--- src/rtl/cp0_pkg.sv ---
// cp0_pkg: CP0 register numbers, exception codes and bit positions shared by the
// exception unit, the E/M pipeline register and the PC mux.
package cp0_pkg;
    localparam logic [4:0] CP0_SR    = 5'd12;
    localparam logic [4:0] CP0_CAUSE = 5'd13;
    localparam logic [4:0] CP0_EPC   = 5'd14;
    localparam logic [4:0] CP0_PRID  = 5'd15;

    typedef enum logic [4:0] {
        EXC_INT     = 5'd0,
        EXC_ADEL    = 5'd4,
        EXC_ADES    = 5'd5,
        EXC_SYSCALL = 5'd8,
        EXC_RI      = 5'd10,
        EXC_OV      = 5'd12
    } exc_code_e;

    localparam int SR_IE       = 0;
    localparam int SR_EXL      = 1;
    localparam int SR_IM_LO    = 10;
    localparam int SR_IM_HI    = 15;
    localparam int CAUSE_EXC_LO = 2;
    localparam int CAUSE_EXC_HI = 6;
    localparam int CAUSE_IP_LO  = 10;
    localparam int CAUSE_IP_HI  = 15;
    localparam int CAUSE_BD     = 31;

    localparam logic [31:0] CP0_HANDLER_PC = 32'h0000_4180;
    localparam logic [31:0] CP0_PRID_VAL   = 32'h2022_0007;

    // A delay-slot victim is restarted at its branch so the branch re-executes.
    function automatic logic [31:0] victim_epc(input logic [31:0] pc, input logic bd);
        logic [31:0] p;
        p = bd ? pc - 32'd4 : pc;
        return {p[31:2], 2'b00};
    endfunction
endpackage

--- src/rtl/cp0_exc_unit_if.sv ---
// cp0_exc_unit_if: M-stage connection between the pipeline and the CP0 exception unit.
interface cp0_exc_unit_if;
    logic        we;
    logic [4:0]  cp0_addr;
    logic [31:0] cp0_wdata;
    logic [31:0] vpc;
    logic        bd_in;
    logic [4:0]  exc_code_in;
    logic [5:0]  hw_int;
    logic        exl_clr;
    logic [31:0] cp0_rdata;
    logic [31:0] epc_out;
    logic [31:0] handler_pc;
    logic        req;

    modport master (
        output we, cp0_addr, cp0_wdata, vpc, bd_in, exc_code_in, hw_int, exl_clr,
        input  cp0_rdata, epc_out, handler_pc, req
    );
    modport slave (
        input  we, cp0_addr, cp0_wdata, vpc, bd_in, exc_code_in, hw_int, exl_clr,
        output cp0_rdata, epc_out, handler_pc, req
    );
endinterface

--- src/rtl/cp0_exc_unit.sv ---
// cp0_exc_unit: M-stage CP0 holding SR/Cause/EPC; decides exceptions/interrupts and
// serves mtc0, mfc0 and eret.
module cp0_exc_unit
    import cp0_pkg::*;
#(
    parameter logic [31:0] HANDLER_PC = CP0_HANDLER_PC,
    parameter logic [31:0] PRID_VAL   = CP0_PRID_VAL
) (
    input logic           clk,
    input logic           reset,
    cp0_exc_unit_if.slave bus
);
    logic [5:0]  sr_im;
    logic        sr_exl;
    logic        sr_ie;
    logic        cause_bd;
    logic [5:0]  cause_ip;
    logic [4:0]  cause_exc;
    logic [31:0] epc;
    logic        int_req;
    logic        exc_req;
    logic        req;
    logic [4:0]  code;
    logic        sr_wr;
    logic        epc_wr;
    logic [31:0] sr_val;
    logic [31:0] cause_val;

    assign int_req = (|(bus.hw_int & sr_im)) & sr_ie & ~sr_exl;
    assign exc_req = (bus.exc_code_in != EXC_INT) & ~sr_exl;
    assign req     = int_req | exc_req;
    assign code    = int_req ? EXC_INT : bus.exc_code_in;
    assign sr_wr   = bus.we & (bus.cp0_addr == CP0_SR);
    assign epc_wr  = bus.we & (bus.cp0_addr == CP0_EPC);

    assign sr_val    = {16'd0, sr_im, 8'd0, sr_exl, sr_ie};
    assign cause_val = {cause_bd, 15'd0, cause_ip, 3'd0, cause_exc, 2'd0};

    // eret beats an SR write on EXL only; IM/IE still take the written value.
    always_ff @(posedge clk) begin
        if (!reset) begin
            sr_im  <= '0;
            sr_exl <= 1'b0;
            sr_ie  <= 1'b0;
        end else if (req) begin
            sr_exl <= 1'b1;
        end else begin
            if (sr_wr) begin
                sr_im <= bus.cp0_wdata[SR_IM_HI:SR_IM_LO];
                sr_ie <= bus.cp0_wdata[SR_IE];
            end
            if (bus.exl_clr)
                sr_exl <= 1'b0;
            else if (sr_wr)
                sr_exl <= bus.cp0_wdata[SR_EXL];
        end
    end

    always_ff @(posedge clk) begin
        if (!reset) begin
            cause_bd  <= 1'b0;
            cause_ip  <= '0;
            cause_exc <= '0;
        end else begin
            cause_ip <= bus.hw_int;
            if (req) begin
                cause_bd  <= bus.bd_in;
                cause_exc <= code;
            end
        end
    end

    always_ff @(posedge clk) begin
        if (!reset)
            epc <= '0;
        else if (req)
            epc <= victim_epc(bus.vpc, bus.bd_in);
        else if (epc_wr)
            epc <= {bus.cp0_wdata[31:2], 2'b00};
    end

    always_comb begin
        bus.cp0_rdata = '0;
        bus.cp0_rdata = bus.cp0_addr == CP0_SR    ? sr_val    :
                        bus.cp0_addr == CP0_CAUSE ? cause_val :
                        bus.cp0_addr == CP0_EPC   ? epc       :
                        bus.cp0_addr == CP0_PRID  ? PRID_VAL  : 32'd0;
    end

    assign bus.req        = req;
    assign bus.epc_out    = epc;
    assign bus.handler_pc = HANDLER_PC;
endmodule

--- src/flat_wrapper.sv ---
// flat-port wrapper written by rule: the top's interface ports become plain ports
module cp0_exc_unit_flat import cp0_pkg::*;
#(
    parameter logic [31:0] HANDLER_PC = CP0_HANDLER_PC,
    parameter logic [31:0] PRID_VAL   = CP0_PRID_VAL
)
  (clk, reset, bus_we, bus_cp0_addr, bus_cp0_wdata, bus_vpc, bus_bd_in, bus_exc_code_in, bus_hw_int, bus_exl_clr, bus_cp0_rdata, bus_epc_out, bus_handler_pc, bus_req);
  cp0_exc_unit_if bus_i ();
  input logic clk;
  input logic reset;
  input wire logic [$bits(bus_i.we)-1:0] bus_we;
  input wire logic [$bits(bus_i.cp0_addr)-1:0] bus_cp0_addr;
  input wire logic [$bits(bus_i.cp0_wdata)-1:0] bus_cp0_wdata;
  input wire logic [$bits(bus_i.vpc)-1:0] bus_vpc;
  input wire logic [$bits(bus_i.bd_in)-1:0] bus_bd_in;
  input wire logic [$bits(bus_i.exc_code_in)-1:0] bus_exc_code_in;
  input wire logic [$bits(bus_i.hw_int)-1:0] bus_hw_int;
  input wire logic [$bits(bus_i.exl_clr)-1:0] bus_exl_clr;
  output wire logic [$bits(bus_i.cp0_rdata)-1:0] bus_cp0_rdata;
  output wire logic [$bits(bus_i.epc_out)-1:0] bus_epc_out;
  output wire logic [$bits(bus_i.handler_pc)-1:0] bus_handler_pc;
  output wire logic [$bits(bus_i.req)-1:0] bus_req;
  assign bus_i.we = bus_we;
  assign bus_i.cp0_addr = bus_cp0_addr;
  assign bus_i.cp0_wdata = bus_cp0_wdata;
  assign bus_i.vpc = bus_vpc;
  assign bus_i.bd_in = bus_bd_in;
  assign bus_i.exc_code_in = bus_exc_code_in;
  assign bus_i.hw_int = bus_hw_int;
  assign bus_i.exl_clr = bus_exl_clr;
  assign bus_cp0_rdata = bus_i.cp0_rdata;
  assign bus_epc_out = bus_i.epc_out;
  assign bus_handler_pc = bus_i.handler_pc;
  assign bus_req = bus_i.req;
  cp0_exc_unit #(.HANDLER_PC(HANDLER_PC), .PRID_VAL(PRID_VAL)) u_core (.clk(clk), .reset(reset), .bus(bus_i));
endmodule
--- config.mk ---
export PLATFORM = sky130hd
export DESIGN_NAME = cp0_exc_unit_flat
export DESIGN_NICKNAME = d
export VERILOG_FILES = /design/src/rtl/cp0_pkg.sv /design/src/rtl/cp0_exc_unit_if.sv /design/src/rtl/cp0_exc_unit.sv /design/src/flat_wrapper.sv
export SDC_FILE = /design/constraint.sdc
export NUM_CORES = 1
export LEC_CHECK = 0
export ABC_AREA = 1
export CORE_MARGIN = 1.5
export CORE_UTILIZATION = 45
export DETAILED_ROUTE_END_ITERATION = 16
export PLACE_DENSITY = 0.88
export REMOVE_ABC_BUFFERS = 1
export SLEW_MARGIN = 10
export SYNTH_ARGS = -nofsm -noshare
export SYNTH_HDL_FRONTEND = slang
export SYNTH_SLANG_ARGS = --single-unit
--- constraint.sdc ---
create_clock -name clk -period 3.44 [get_ports clk]
set_input_delay 0.516 -clock clk [delete_from_list [all_inputs] [get_ports clk]]
set_output_delay 0.516 -clock clk [all_outputs]
set_load 0.02 [all_outputs]
# Yosys cells after proc, flatten, opt, wreduce, memory -nomap -nowiden
# Index checks and enable logic that the tools add are counted.
[op_classes]
add_sub_neg = 1
n_reduce_logical = 5
bitwise = 9
n_eq_ne = 4
muxes = 11
[op_table]
columns = ["op", "n"]
rows = [
  ["2-to-1 mux 32 bit", 6],
  ["subtractor 32 x 3 -> 32 bit (second input constant)", 1],
  ["2-to-1 mux 30 bit", 1],
  ["== test 5 x 4 -> 1 bit (second input constant)", 4],
  ["bitwise AND 6 bit", 1],
  ["OR reduction 6 bit", 1],
  ["bitwise AND 1 bit", 5],
  ["2-to-1 mux 5 bit", 1],
  ["nonzero test 5 bit", 1],
  ["2-to-1 mux 1 bit", 3],
  ["nonzero test 3 bit", 1],
  ["NOT 1 bit", 2],
  ["AND reduction 2 bit", 1],
  ["nonzero test 2 bit", 1],
  ["bitwise OR 1 bit", 1],
]
[totals]
out_inout_bits = 97
regBits = 50
inputBits = 85
elab_cells = 37

# Longest topological paths before layout
[logic_depth]
depth_word = 7
mapped_depth = 14
mapped_depth_nobuf = 14

# Worst setup path before layout
# Ideal clock, no wire load.
[synth_timing]
kind = "input port to output port"
from = "input bus_cp0_addr[4]"
to = "output bus_cp0_rdata[1]"
n_path_buf = 1
t_required_ns = 2.924
path_slack_ns = 1.267
arrival_time_ns = 1.657
path_stages = 7
cell_sequence = "inv_1 > nand3_1 > or2_1 > buf_6 > nor2_8 > inv_1 > o21ai_0"
[synth_between]
elab_chain_len = 5
elab_cells_between_ends = 8
cone_classes = "eq/ne (4); mux (4)"
[synth_lines]
columns = ["element", "line", "text"]
rows = [
  ["start, declared", "flat_wrapper.sv:12", "input wire logic [$bits(bus_i.cp0_addr)-1:0] bus_cp0_addr;"],
  ["== test 5 x 4 -> 1 bit", "cp0_exc_unit.sv:87", "bus.cp0_addr == CP0_PRID ? PRID_VAL : 32'd0;"],
  ["2-to-1 mux 30 bit", "cp0_exc_unit.sv:87", ""],
  ["2-to-1 mux 32 bit", "cp0_exc_unit.sv:86", "bus.cp0_addr == CP0_EPC ? epc :"],
  ["2-to-1 mux 32 bit", "cp0_exc_unit.sv:85", "bus.cp0_addr == CP0_CAUSE ? cause_val :"],
  ["2-to-1 mux 32 bit *", "cp0_exc_unit.sv:84", "bus.cp0_rdata = bus.cp0_addr == CP0_SR ? sr_val :"],
  ["end, declared", "flat_wrapper.sv:19", "output wire logic [$bits(bus_i.cp0_rdata)-1:0] bus_cp0_rdata;"],
]
# Mark *: on every way between the ends. The rest lies on a longest branch, timed or not.

# Final worst setup path
[layout_timing]
from = "input bus_cp0_addr[3]"
to = "output bus_cp0_rdata[11]"
[layout_between]
elab_chain_len = 4
elab_cells_between_ends = 6
cone_classes = "eq/ne (3); mux (3)"
[layout_lines]
columns = ["element", "line"]
rows = [
  ["== test 5 x 4 -> 1 bit", "cp0_exc_unit.sv:86"],
  ["2-to-1 mux 32 bit", "cp0_exc_unit.sv:86"],
  ["2-to-1 mux 32 bit", "cp0_exc_unit.sv:85"],
  ["2-to-1 mux 32 bit *", "cp0_exc_unit.sv:84"],
]
# Marks and branches as above.

==> PnR_summary.wiki <==
{| class="wikitable"
! Metric !! Value
|-
| # nets final || 826
|-
| Highest attainable clock frequency || 319 MHz
|-
| Hold Path Class || register to register
|-
| Clock latency on the worst-skew pair || 0.31 ns
|-
| Setup TNS || 0 ns
|-
| Total global routing track utilization || 0.268
|-
| Iteration count of the initial detailed-routing pass || 5
|-
| Die width || 94.5 µm
|-
| Worst setup path category || input pin to output pin
|-
| Category of the worst setup path capture point || output pin
|-
| Most common cell after layout, fill and taps aside || sky130_fd_sc_hd__nand2_1
|-
| Slew of the pin with the lowest slew margin || 0.823 ns
|-
| Main flop type after synthesis || sky130_fd_sc_hd__dfxtp_1
|-
| Worst IR Drop VDD || 159 µV
|-
| H-tree depth || 2
|-
| Share of power burned in registers || 0.410
|-
| Instance count after placement with tap cells included || 838
|-
| Max FO, Critical Path || 9
|-
| Number of antenna diodes || 0
|-
| Cell count after synthesis || 603
|-
| Sequential area share after synthesis || 0.266
|-
| Fin worst setup slack || 0.302 ns
|-
| Count of pins on the block boundary || 182
|-
| Setup repair after global routing missed its margin || no
|-
| Cells on Worst Hold Path || 2
|-
| Hold-fix buffers, CTS || 0
|-
| CORE AREA || 8180 µm²
|-
| Setup violations, final || 0
|-
| Req. time, crit path || 2.92 ns
|-
| Mean number of vias per cell || 5.00
|-
| Layout Area Growth over Synthesis || 39.0%
|-
| Max-cap violations || 0
|-
| Post-route non-filler standard cell count || 846
|-
| Leftover overflow at the end of global routing || 0
|-
| Minimum setup slack among reg-to-reg paths || 1.39 ns
|-
| Count of buffers added by post-CTS timing repair for setup || 0
|-
| Hold EP || u_core.cause_exc[4]
|-
| Pre-CTS worst setup slack || 0.332 ns
|-
| Tightest slew margin relative to the limit || 0.448
|-
| Count of flip-flops with a built-in enable after synthesis || 0
|-
| Max-slew violation total from the final report || 0
|-
| Internal power summed over all cells || 1.06 mW
|-
| PwrDens || 304 nW/µm²
|-
| Source of the worst register-to-register timing path || u_core.sr_im[4]
|-
| Part of the total power dissipated in combinational logic || 0.311
|-
| Startpoint of the most critical hold path || u_core.cause_exc[4]
|-
| Commonest cells after routing, fill and taps aside || sky130_fd_sc_hd__nand2_1, sky130_fd_sc_hd__clkdlybuf4s50_1, sky130_fd_sc_hd__nor2_1
|-
| Die boundary height || 94.5 µm
|-
| Routed Wire Length || 11900 µm
|-
| Starting density of the core || 0.461
|-
| Pin count of the biggest net entering global routing || 36
|-
| Depth of the worst register-to-register path || 11
|-
| Number of buffers added by the clock tree synthesis step || 5
|-
| Via count of the first global-routing pass || 3960
|-
| Floorplan die area || 8930 µm²
|-
| Worst path arrival time || 2.62 ns
|-
| Destination of the worst register-to-register timing path || u_core.bus.epc_out[31]
|-
| Fraction of layout instances using a drive strength above 1 || 0.0621
|-
| Run status || finished clean
|-
| Cell area after synthesis || 3770 µm²
|-
| Number of antenna-violating nets in the routed design || 0
|-
| Clock input transition at the sequential cells of the worst setup and hold paths || 0.10 ns
|-
| Global-route wire length before repair || 18800 µm
|-
| Post-synth ARST share || 0
|-
| Number of core rows || 33
|-
| RD Place Congestion || 0.949
|-
| CTS tree || yes
|-
| Yosys warnings || 0
|-
| Via count || 4227
|-
| Clock Skews || 0.00424 ns
|-
| Number of antenna violations at the first check in global routing || 0
|-
| Total DRC errors in the routed layout || 0
|-
| Routed length per placed instance || 14.1 µm
|-
| Clock network fraction of total power || 0.278
|-
| NetSw || 0.532 mW
|-
| Number of storage elements in the synthesis netlist || 50
|-
| Synth cell types || 43
|-
| Sw Ratio || 0.334
|-
| Startpoint type of the worst setup path || input pin
|-
| Port bufs || 145
|-
| CTS Sinks || 50
|-
| First DRT Iteration DRCs || 235
|-
| Synth Area per Inst || 6.25 µm²
|-
| Root Buffer || sky130_fd_sc_hd__clkbuf_8
|-
| DPL Wire Length || 9230 µm
|-
| Bufs on Longest Clock Path || 2
|-
| Static leakage || 2.33 nW
|-
| Fin crit period || 3.14 ns
|-
| Crit share post-route || 0.912
|-
| # resized after CTS || 0
|-
| Endpoints failing hold || 0
|}
layout make-up:
class / instances / area [µm²]
clock buffer: 5 / 68.8
timing repair buffer: 150 / 1490
multi-input combinational: 459 / 2210
sequential: 50 / 1000
inverter: 74 / 283
fill: 769 / 2940
tap: 105 / 131
clock inverter: 3 / 48.8
per-layer routing:
| layer | GRT usage | wire length, µm | vias to the layer above |
|---|---|---|---|
| li1 | - | - | 2102 |
| met1 | 0.334 | 5150 | 1944 |
| met2 | 0.477 | 5820 | 164 |
| met3 | 0.0395 | 775 | 17 |
| met4 | 0.0759 | 204 | 0 |
| met5 | 0 | 0 | - |
per-stage QoR:
| step | total power [mW] | cell area, µm² | hold slack, ns | util |
|---|---|---|---|---|
| 2_1_floorplan | 0.905 | 3500 | 0.445 | - |
| 3_3_place_gp | 1.15 | 5120 | 0.456 | 0.626 |
| 3_5_place_dp | 1.16 | 5120 | 0.463 | 0.626 |
| 4_1_cts | 1.59 | 5240 | 0.479 | 0.640 |
| 5_1_grt | 1.67 | 5240 | 0.506 | 0.640 |
| 6_report | 1.59 | 5240 | 0.478 | 0.640 |
worst max path at each step:
stage / from / end / slack, ns / cells after the start
6_report: bus_cp0_addr[3] / bus_cp0_rdata[11] / 0.30 / 8
2_1_floorplan: bus_cp0_addr[4] / bus_cp0_rdata[1] / 1.26 / 6
3_3_place_gp: bus_cp0_addr[3] / bus_cp0_rdata[14] / 0.37 / 8
5_1_grt: bus_cp0_addr[3] / bus_cp0_rdata[14] / 0.21 / 8
3_5_place_dp: bus_cp0_addr[3] / bus_cp0_rdata[11] / 0.33 / 8
4_1_cts: bus_cp0_addr[3] / bus_cp0_rdata[11] / 0.32 / 8
logic make-up after synthesis:
kind of cell / after synthesis / share of synthesized area
adders and majority gates: 1 / 0.00332
AOI/OAI and AO/OA: 93 / 0.138
buffers and inverters: 126 / 0.178
other: 2 / 0.00199
xor gates and xnor gates: 12 / 0.0279
and+or+nand+nor: 319 / 0.385
DFF: 50 / 0.266
synth_stat cells, types with 3 or more instances:
cell	count	area [µm²]
sky130_fd_sc_hd__nor2_1	68	255
sky130_fd_sc_hd__nor2_4	3	33.8
sky130_fd_sc_hd__a22o_1	4	35.0
sky130_fd_sc_hd__a31oi_1	6	37.5
sky130_fd_sc_hd__o22ai_1	3	18.8
sky130_fd_sc_hd__a21oi_1	38	190
sky130_fd_sc_hd__buf_4	36	270
sky130_fd_sc_hd__o21ai_1	5	25.0
sky130_fd_sc_hd__nor2_2	9	56.3
sky130_fd_sc_hd__nand3_1	28	140
sky130_fd_sc_hd__dfxtp_1	50	1000
sky130_fd_sc_hd__xnor2_1	3	26.3
sky130_fd_sc_hd__inv_1	65	244
sky130_fd_sc_hd__nor2_8	4	80.1
sky130_fd_sc_hd__buf_2	5	25.0
sky130_fd_sc_hd__xor2_1	9	78.8
sky130_fd_sc_hd__a211oi_1	3	22.5
sky130_fd_sc_hd__clkbuf_1	4	15.0
sky130_fd_sc_hd__o21ai_0	28	140
sky130_fd_sc_hd__inv_2	6	22.5
sky130_fd_sc_hd__buf_6	7	78.8
sky130_fd_sc_hd__nand2_1	186	698
sky130_fd_sc_hd__nand4_1	5	31.3
sky130_fd_sc_hd__nor3_1	4	20.0
sky130_fd_sc_hd__nand2_4	3	33.8
registers in the layout (all words and copies together), names as in the netlist:
signal / count
u_core.cause_bd: 1
u_core.cause_ip: 6
u_core.cause_exc: 5
u_core.sr_im: 6
u_core.bus.epc_out: 30
u_core.sr_exl: 1
u_core.sr_ie: 1
power groups by stage:
stage,Sequential [mW],Combinational [mW],Clock (mW)
2_1_floorplan,0.700,0.205,0
3_3_place_gp,0.665,0.485,0
3_5_place_dp,0.666,0.491,0
4_1_cts,0.653,0.494,0.447
5_1_grt,0.659,0.538,0.471
6_report,0.653,0.496,0.443
critical path, cell delays in order:
cell and delay (ns):
sky130_fd_sc_hd__clkdlybuf4s50_1 0.50, sky130_fd_sc_hd__nand3_1 0.10, sky130_fd_sc_hd__or2_1 0.25, sky130_fd_sc_hd__nor2_2 0.37, sky130_fd_sc_hd__inv_1 0.14, sky130_fd_sc_hd__o22ai_1 0.15
sky130_fd_sc_hd__a21oi_1 0.06, sky130_fd_sc_hd__clkdlybuf4s50_1 0.54
(Power assumes the default switching activity.)
